`src/rtl/io64_uart_tx.sv`:
```
`default_nettype none
// ============================================================================
//  Module      : io64_uart_tx
//  Description : Watches the CPU's 16-bit IO64 output word. Each time the word
//                changes it is queued in a small FIFO. Queued words go out on
//                an 8N1 UART line as two frames, high byte first.
//  Revision    : 1.0  initial release
// ============================================================================
module io64_uart_tx #(
    parameter int CLK_DIV    = 434,
    parameter int FIFO_DEPTH = 4
) (
    input  logic                         CLK,
    input  logic                         RESET,
    input  logic [15:0]                  IO64_IN,
    output logic                         TX,
    output logic                         BUSY,
    output logic                         OVERFLOW,
    output logic [$clog2(FIFO_DEPTH):0]  FIFO_CNT
);

    localparam int                  c_aw         = $clog2(FIFO_DEPTH);
    localparam int                  c_cw         = c_aw + 1;
    localparam logic [c_cw-1:0]     c_full_cnt   = c_cw'(FIFO_DEPTH);
    localparam logic [c_aw-1:0]     c_ptr_one    = c_aw'(1);
    localparam logic [c_cw-1:0]     c_cnt_one    = c_cw'(1);
    localparam logic [15:0]         c_div_last   = 16'(CLK_DIV - 1);
    // Matches the CPU's IO64_OUT after its own reset, so no word is sent at power-up
    localparam logic [15:0]         c_prev_reset = 16'hFC00;

    typedef enum logic [1:0] {
        S_IDLE  = 2'd0,
        S_START = 2'd1,
        S_DATA  = 2'd2,
        S_STOP  = 2'd3
    } state_t;

    // FIFO state
    logic [15:0]      r_mem [FIFO_DEPTH];
    logic [c_aw-1:0]  r_wptr;
    logic [c_aw-1:0]  r_rptr;
    logic [c_cw-1:0]  r_cnt;
    logic [15:0]      r_prev;
    logic             r_overflow;

    // Transmitter state
    state_t           r_state;
    logic [15:0]      r_timer;
    logic [2:0]       r_bit_idx;
    logic             r_bsel;
    logic [15:0]      r_shreg;
    logic             r_tx;
    logic             r_busy;

    logic             w_change;
    logic             w_full;
    logic             w_pop;
    logic             w_push_ok;
    logic             w_drop;
    logic             w_bit_end;
    logic [7:0]       w_byte;
    logic             w_data_bit;

    assign w_change   = (IO64_IN != r_prev);
    assign w_full     = (r_cnt == c_full_cnt);
    assign w_pop      = (r_state == S_IDLE) && (r_cnt != '0);
    // A pop on the same edge frees a slot, so a full FIFO still takes the word
    assign w_push_ok  = w_change && (!w_full || w_pop);
    assign w_drop     = w_change && w_full && !w_pop;
    assign w_bit_end  = (r_timer == c_div_last);
    assign w_byte     = r_bsel ? r_shreg[7:0] : r_shreg[15:8];
    assign w_data_bit = w_byte[r_bit_idx];

    // Change detector, FIFO pointers, occupancy and sticky overflow flag
    always_ff @(posedge CLK) begin
        if (RESET) begin
            r_prev     <= c_prev_reset;
            r_wptr     <= '0;
            r_rptr     <= '0;
            r_cnt      <= '0;
            r_overflow <= 1'b0;
        end else begin
            r_prev <= IO64_IN;
            if (w_push_ok) begin
                r_wptr <= r_wptr + c_ptr_one;
            end
            if (w_pop) begin
                r_rptr <= r_rptr + c_ptr_one;
            end
            if (w_push_ok && !w_pop) begin
                r_cnt <= r_cnt + c_cnt_one;
            end else if (!w_push_ok && w_pop) begin
                r_cnt <= r_cnt - c_cnt_one;
            end
            if (w_drop) begin
                r_overflow <= 1'b1;
            end
        end
    end

    // FIFO storage; contents need no reset because the pointers define validity
    always_ff @(posedge CLK) begin
        if (!RESET && w_push_ok) begin
            r_mem[r_wptr] <= IO64_IN;
        end
    end

    // Frame sequencer; TX is driven from the current state so it lags state by one cycle
    always_ff @(posedge CLK) begin
        if (RESET) begin
            r_state   <= S_IDLE;
            r_timer   <= '0;
            r_bit_idx <= '0;
            r_bsel    <= 1'b0;
            r_shreg   <= '0;
            r_tx      <= 1'b1;
        end else begin
            case (r_state)
                S_IDLE: begin
                    r_tx    <= 1'b1;
                    r_timer <= '0;
                    if (w_pop) begin
                        r_shreg   <= r_mem[r_rptr];
                        r_bsel    <= 1'b0;
                        r_bit_idx <= '0;
                        r_state   <= S_START;
                    end
                end
                S_START: begin
                    r_tx <= 1'b0;
                    if (w_bit_end) begin
                        r_timer   <= '0;
                        r_bit_idx <= '0;
                        r_state   <= S_DATA;
                    end else begin
                        r_timer <= r_timer + 16'd1;
                    end
                end
                S_DATA: begin
                    r_tx <= w_data_bit;
                    if (w_bit_end) begin
                        r_timer   <= '0;
                        r_bit_idx <= r_bit_idx + 3'd1;
                        if (r_bit_idx == 3'd7) begin
                            r_state <= S_STOP;
                        end
                    end else begin
                        r_timer <= r_timer + 16'd1;
                    end
                end
                S_STOP: begin
                    r_tx <= 1'b1;
                    if (w_bit_end) begin
                        r_timer <= '0;
                        if (!r_bsel) begin
                            r_bsel  <= 1'b1;
                            r_state <= S_START;
                        end else begin
                            r_state <= S_IDLE;
                        end
                    end else begin
                        r_timer <= r_timer + 16'd1;
                    end
                end
                default: begin
                    r_state <= S_IDLE;
                end
            endcase
        end
    end

    // Registered busy flag: a frame is in flight or words are waiting
    always_ff @(posedge CLK) begin
        if (RESET) begin
            r_busy <= 1'b0;
        end else begin
            r_busy <= (r_state != S_IDLE) || (r_cnt != '0);
        end
    end

    assign TX       = r_tx;
    assign BUSY     = r_busy;
    assign OVERFLOW = r_overflow;
    assign FIFO_CNT = r_cnt;

endmodule
`default_nettype wire
```
`config.mk`:
```
export PLATFORM = sky130hd
export DESIGN_NAME = io64_uart_tx
export DESIGN_NICKNAME = d
export VERILOG_FILES = /design/src/rtl/io64_uart_tx.sv
export SDC_FILE = /design/constraint.sdc
export NUM_CORES = 1
export LEC_CHECK = 0
export BUFFER_PORTS_ARGS = -buffer_cell sky130_fd_sc_hd__buf_2
export CORE_MARGIN = 5
export CORE_UTILIZATION = 35
export DETAILED_ROUTE_END_ITERATION = 10
export PLACE_DENSITY = 0.58
export SKIP_CTS_REPAIR_TIMING = 1
export SLEW_MARGIN = 40
export SYNTH_ARGS = -nofsm -noshare
export SYNTH_HDL_FRONTEND = slang
export SYNTH_SLANG_ARGS = --single-unit
```
`constraint.sdc`:
```
create_clock -name CLK -period 4.8 [get_ports CLK]
set_input_delay 0.48 -clock CLK [delete_from_list [all_inputs] [get_ports CLK]]
set_output_delay 0.48 -clock CLK [all_outputs]
set_load 0.01 [all_outputs]
```
### Yosys cells after proc, flatten, opt, wreduce, memory -nomap -nowiden

Memories as Yosys holds them, arrays and structs flattened. A register that Yosys moved wholly into a read port is not among the register bits.
Index checks and enable logic that the tools add are counted.

* flip-flop bits (word level): 48
* memory bits (writable): 64
* input bits: 18
* output and inout port bits: 6
* logic and storage cells: 80
* memories: 1

* $add $sub $neg: 6
* magnitude comparators: 1
* eq/ne operators: 12
* muxes and demuxes: 24
* reduce and logical (&&, ||, !) cells: 25

Memory list
* r_mem: words 4, bits a word 16, read ports 1, clocked after memory_dff 1, write ports 1, line 39 `logic [15:0] r_mem [FIFO_DEPTH];`

Operators by type and width (number)
* case mux 16 bit (2 select lines): 1
* adder 16 x 1 -> 16 bit (second input constant): 1
* == test 16 x 9 -> 1 bit (second input constant): 1
* 2-to-1 mux 16 bit: 1
* != test 16 bit: 1
* 2-to-1 mux 3 bit: 5
* 2-to-1 mux 2 bit: 5
* != test 2 bit (second input constant): 5
* case mux 3 bit (3 select lines): 1
* 2-to-1 mux 8 bit: 1
* case mux 2 bit (4 select lines): 1
* logical AND 1 bit: 7
* adder 3 x 1 -> 3 bit (second input constant): 2
* == test 3 bit (second input constant): 2
* 2-to-1 mux 1 bit: 6
* nonzero test 2 bit: 3
* nonzero test 3 bit: 2
* AND reduction 5 bit: 1
* adder 2 x 1 -> 2 bit (second input constant): 2
* == test 2 bit (second input constant): 2
* zero test 1 bit: 4
* less-than comparator 3 x 4 -> 1 bit (second input constant): 1
* AND reduction 4 bit: 1
* binary-select mux 1 bit (select 3 bit): 1
* other kinds (10): 11

### Depth between registers and ports, before layout

* depth after elaboration: 8
* gate-level depth with buffers: 12
* gate-level depth less buffers: 11

### Least setup slack after synthesis

OpenSTA, ideal clock, no wires.

* path type: register to register
* from: register r_state[1]
* to: register r_cnt[2], in the netlist FIFO_CNT[2]
* library setup time: 0.070 ns
* data arrival time: 2.670 ns
* data required time: 4.730 ns
* path slack: 2.060 ns
* cell stages (with the launch flop): 13
* path buffers: 2
* clock period less this slack: 2.740 ns
* path through: dfxtp_1 inv_1 ha_1 nor2b_1 clkbuf_1 clkinv_1 clkbuf_1 ha_1 inv_1 fa_1 xor2_1 or3_1 a21oi_1

* cells in the longest elaborated chain, start to end: 7
* elaborated cells between the ends (all ways): 10
* classes of those cells: 1 x mux; 9 x reduce/logical

RTL lines
* start: declaration: line 47 `state_t r_state;`
* start signal: assignment: line 111 `r_state <= S_IDLE;`
* start signal: assignment: line 126 `r_state <= S_START;`
* start signal: assignment: line 134 `r_state <= S_DATA;`
* zero test 2 bit (*): line 66 `assign w_pop = (r_state == S_IDLE) && (r_cnt != '0);`
* logical AND 1 bit (*): line 66
* logical OR 1 bit: line 68 `assign w_push_ok = w_change && (!w_full || w_pop);`
* logical AND 1 bit: line 68
* zero test 1 bit: line 92 `end else if (!w_push_ok && w_pop) begin`
* logical AND 1 bit: line 92
* nonzero test 2 bit (no line)
* end signal: assignment: line 91 `r_cnt <= r_cnt + c_cnt_one;`
* end signal: assignment: line 93 `r_cnt <= r_cnt - c_cnt_one;`
* end: declaration: line 42 `logic [c_cw-1:0] r_cnt;`

Every way passes the cells marked *; elsewhere a longest branch is shown, timed or not.
A chain may end at the register's enable or synchronous reset.

### Worst setup path in the final report

Same ends and word-level chain as after synthesis.

==> results_dict.tcl <==
set metrics [dict create \
    grt_pass1_wl_um 16200 \
    place_ws_ns 1.67 \
    crit_path_end_kind "flop" \
    layout-drive-gt1-share_pct 23.4 \
    critPathMaxStageDelay_ns 0.45 \
    rr_worst_depth 11 \
    period_share_pct 60.4 \
    synth_edf_count 64 \
    setup_slack_ns 1.90 \
    pwr-share-seq_pct 40.6 \
    synth_top_area_share_pct 37.0 \
    p_sw_uw 990 \
    syn_to_final_growth_pct 19.6 \
    clkPwrFrac_pct 37.3 \
    fin_area_sq_um 6210 \
    netlist_top_cells_count "dfxtp_1 (64), edfxtp_1 (64), nand2_1 (39)" \
    cp_slowest_cell "nand2b_1" \
    routed_wl_um 9820 \
    seq_area_frac_synth_pct 61.7 \
    dr.first_iter.drc_count 187 \
    crit_top_cell "inv_1" \
    hold_viol_final 0 \
    finalSetupViolCount 0 \
    ys_warn_count 0 \
    period_needed_ns 2.90 \
    rsz0062_at_grt "false" \
    synth_area_leaders "edfxtp_1 (37%), dfxtp_1 (25%), mux4_2 (8.7%)" \
    start_kind "flop" \
    grt_max_degree 51 \
    clk_latency_ns 0.41 \
    sw_frac_of_total_pct 28.6 \
    cap_violations 0 \
    n_antenna_cell 0 \
    routabilityCongestion 0.759 \
    hold_path_end "r_mem[1][7]" \
    crit_type "flop to flop" \
    power.density_nw_per_um2 557 \
    overflow 0 \
    fin_util_pct 42.7 \
    io_pins 24 \
    gr-usage-all-layers_pct 11.9 \
    dp_hpwl_um 6630 \
    worstPathArrival_ns 3.24 \
    async_reset_ff_share_pct 0 \
    cts_buffer_depth 2 \
    ir_drop_uv 263 \
    drc_errors 0 \
    nets 461 \
    numCtsBuffers 17 \
    finalPower_mw 3.46 \
    r2r-end "FIFO_CNT[2]" \
    reg2reg_slack_ns 1.90 \
    placed_area_sq_um 5610 \
    max_freq_mhz 345 \
    core_sq_um 14500 \
    syn_inst 391 \
    avgSynthCellArea_sq_um 13.3 \
    synth_top_area_cell "edfxtp_1" \
    rows 44 \
    initial_core_util_pct 35.7 \
    reg2reg_from "r_state[1]" \
    synth_cell_types 42 \
    grt_pass1_vias 3040 \
    clkTransAtPathRegs_ns 0.06 \
    holdCritPathClass "input port to flop" \
    max-slew-margin-rel_pct 65.5 \
    skew_ns 0.00633 \
    leakage_nw 2.20 \
    syn-num-nets 424 \
    cts_tree "done" \
    crit_chain "inv_1 -> ha_1 -> nor4b_1 -> nand2b_1 -> inv_1 -> ha_1 -> inv_1 -> fa_1 -> xor2_1 -> or3_1 -> a21oi_1" \
    avgViaCountPerCell 4.81 \
    internal-power_mw 2.47 \
    hold_path_startpoint "IO64_IN[7]" \
    cts.htree.levels 4 \
    die_h_um 132 \
    fin_tns_setup_ns 0 \
    clock_sinks 128 \
    crit_required_ns 5.14 \
    grt_antenna_before_repair 0 \
    dr.pass1.iters 5 \
    syn_area_sq_um 5190 \
    cts_root_buf "clkbuf_16" \
    synth-seq-cells 128 \
    comb_power_share_pct 22.1 \
    die_w_um 132 \
    via_count 3006 \
    cp_max_fo 6 \
    worst_pin_slew_ns 0.513 \
    synth-main-ff-cell "edfxtp_1" \
    antenna_left 0 \
    die_area_sq_um 17400 \
    min_path_cells 1 \
    status "complete, no violations" \
    portBuffers 23 \
    drv_slew 0 \
    wl_per_cell_um 15.7 \
]
## sequential cells by signal, indices dropped and copies added, names as in the netlist
| name | count |
|---|---|
| r_bit_idx | 3 |
| BUSY | 1 |
| TX | 1 |
| r_rptr | 2 |
| r_bsel | 1 |
| r_prev | 16 |
| r_shreg | 16 |
| r_timer | 16 |
| r_state | 2 |
| OVERFLOW | 1 |
| r_wptr | 2 |
| FIFO_CNT | 3 |
| r_mem | 64 |
## worst max-delay path, delay by kind of cell, from the launching register on
kind	cells	cell delay, ns
and+or+nand+nor	3	1.18
adders and majority gates	3	0.67
DFF	1	0.42
buffers and inverters	3	0.35
AOI/OAI and AO/OA	1	0.13
xor gates and xnor gates	1	0.07
## routing by layer
metal / routed length [um] / vias up / GRT usage (%)
li1: - / 1473 / -
met1: 4520 / 1481 / 15.1
met2: 4810 / 38 / 19.1
met3: 308 / 14 / 3.36
met4: 187 / 0 / 4.86
met5: 0 / - / 0
## through the flow
step | hold slack, ns | std cells
after detailed placement | 0.448 | 593
after global routing | 0.313 | 625
final | 0.320 | 625
after global placement | 0.441 | 586
after CTS | 0.305 | 625
after floorplan | 0.433 | 391
## worst max-delay path by stage
stage / startpoint / end / slack [ns] / cells past startpoint
2_1_floorplan: r_state[1] / FIFO_CNT[2] / 2.06 / 12
3_3_place_gp: IO64_IN[2] / FIFO_CNT[2] / 1.72 / 12
3_5_place_dp: IO64_IN[2] / FIFO_CNT[2] / 1.67 / 12
4_1_cts: r_state[1] / FIFO_CNT[2] / 1.83 / 11
5_1_grt: r_state[1] / FIFO_CNT[2] / 1.63 / 11
6_report: r_state[1] / FIFO_CNT[2] / 1.90 / 11
## power groups by stage
stage          sequential (mW)  clock (mW)  combinational [mW]
4_1_cts                   1.41        1.31               0.781
3_5_place_dp              1.43           0               0.777
2_1_floorplan             1.39           0               0.591
6_report                  1.40        1.29               0.766
3_3_place_gp              1.42           0               0.749
5_1_grt                   1.42        1.37               0.857
## cell families after synthesis
logic type / Yosys count / share of synthesized area (%)
and+or+nand+nor: 127 / 12.7
xor gates and xnor gates: 33 / 5.57
muxes: 28 / 10.2
DFF: 128 / 61.7
AOI/OAI and AO/OA: 33 / 3.98
buffers and inverters: 27 / 2.10
adders and majority gates: 15 / 3.76
## area by class of cell
cell class / instances / area [sq um]
Clock buffer: 18 / 429
Clock inverter: 14 / 165
Fill cell: 1345 / 8330
Inverter: 12 / 45.0
Multi-Input combinational cell: 236 / 1920
Sequential cell: 128 / 3200
Tap cell: 184 / 230
Timing Repair Buffer: 33 / 209
## layout by cell type (no fill, tap or decap), types with 3 or more instances in the layout
cell        count
edfxtp_1       64
dfxtp_1        63
nand2_1        39
nor2_1         27
xor2_1         26
buf_2          23
a21oi_1        22
mux4_2         20
clkbuf_16      17
ha_1           14
nor2b_1        11
inv_1          11
xnor2_1         7
mux2i_1         7
nand3_1         7
nor3_1          6
nand2b_1        6
or2_2           6
nand4_1         5
buf_6           5
buf_4           5
nor4_1          4
nor3b_4         4
o21ai_0         4
clkinv_1        3
or3_1           3
bufinv_16       3
clkinvlp_4      3
Power figures use the tool's default switching activity.
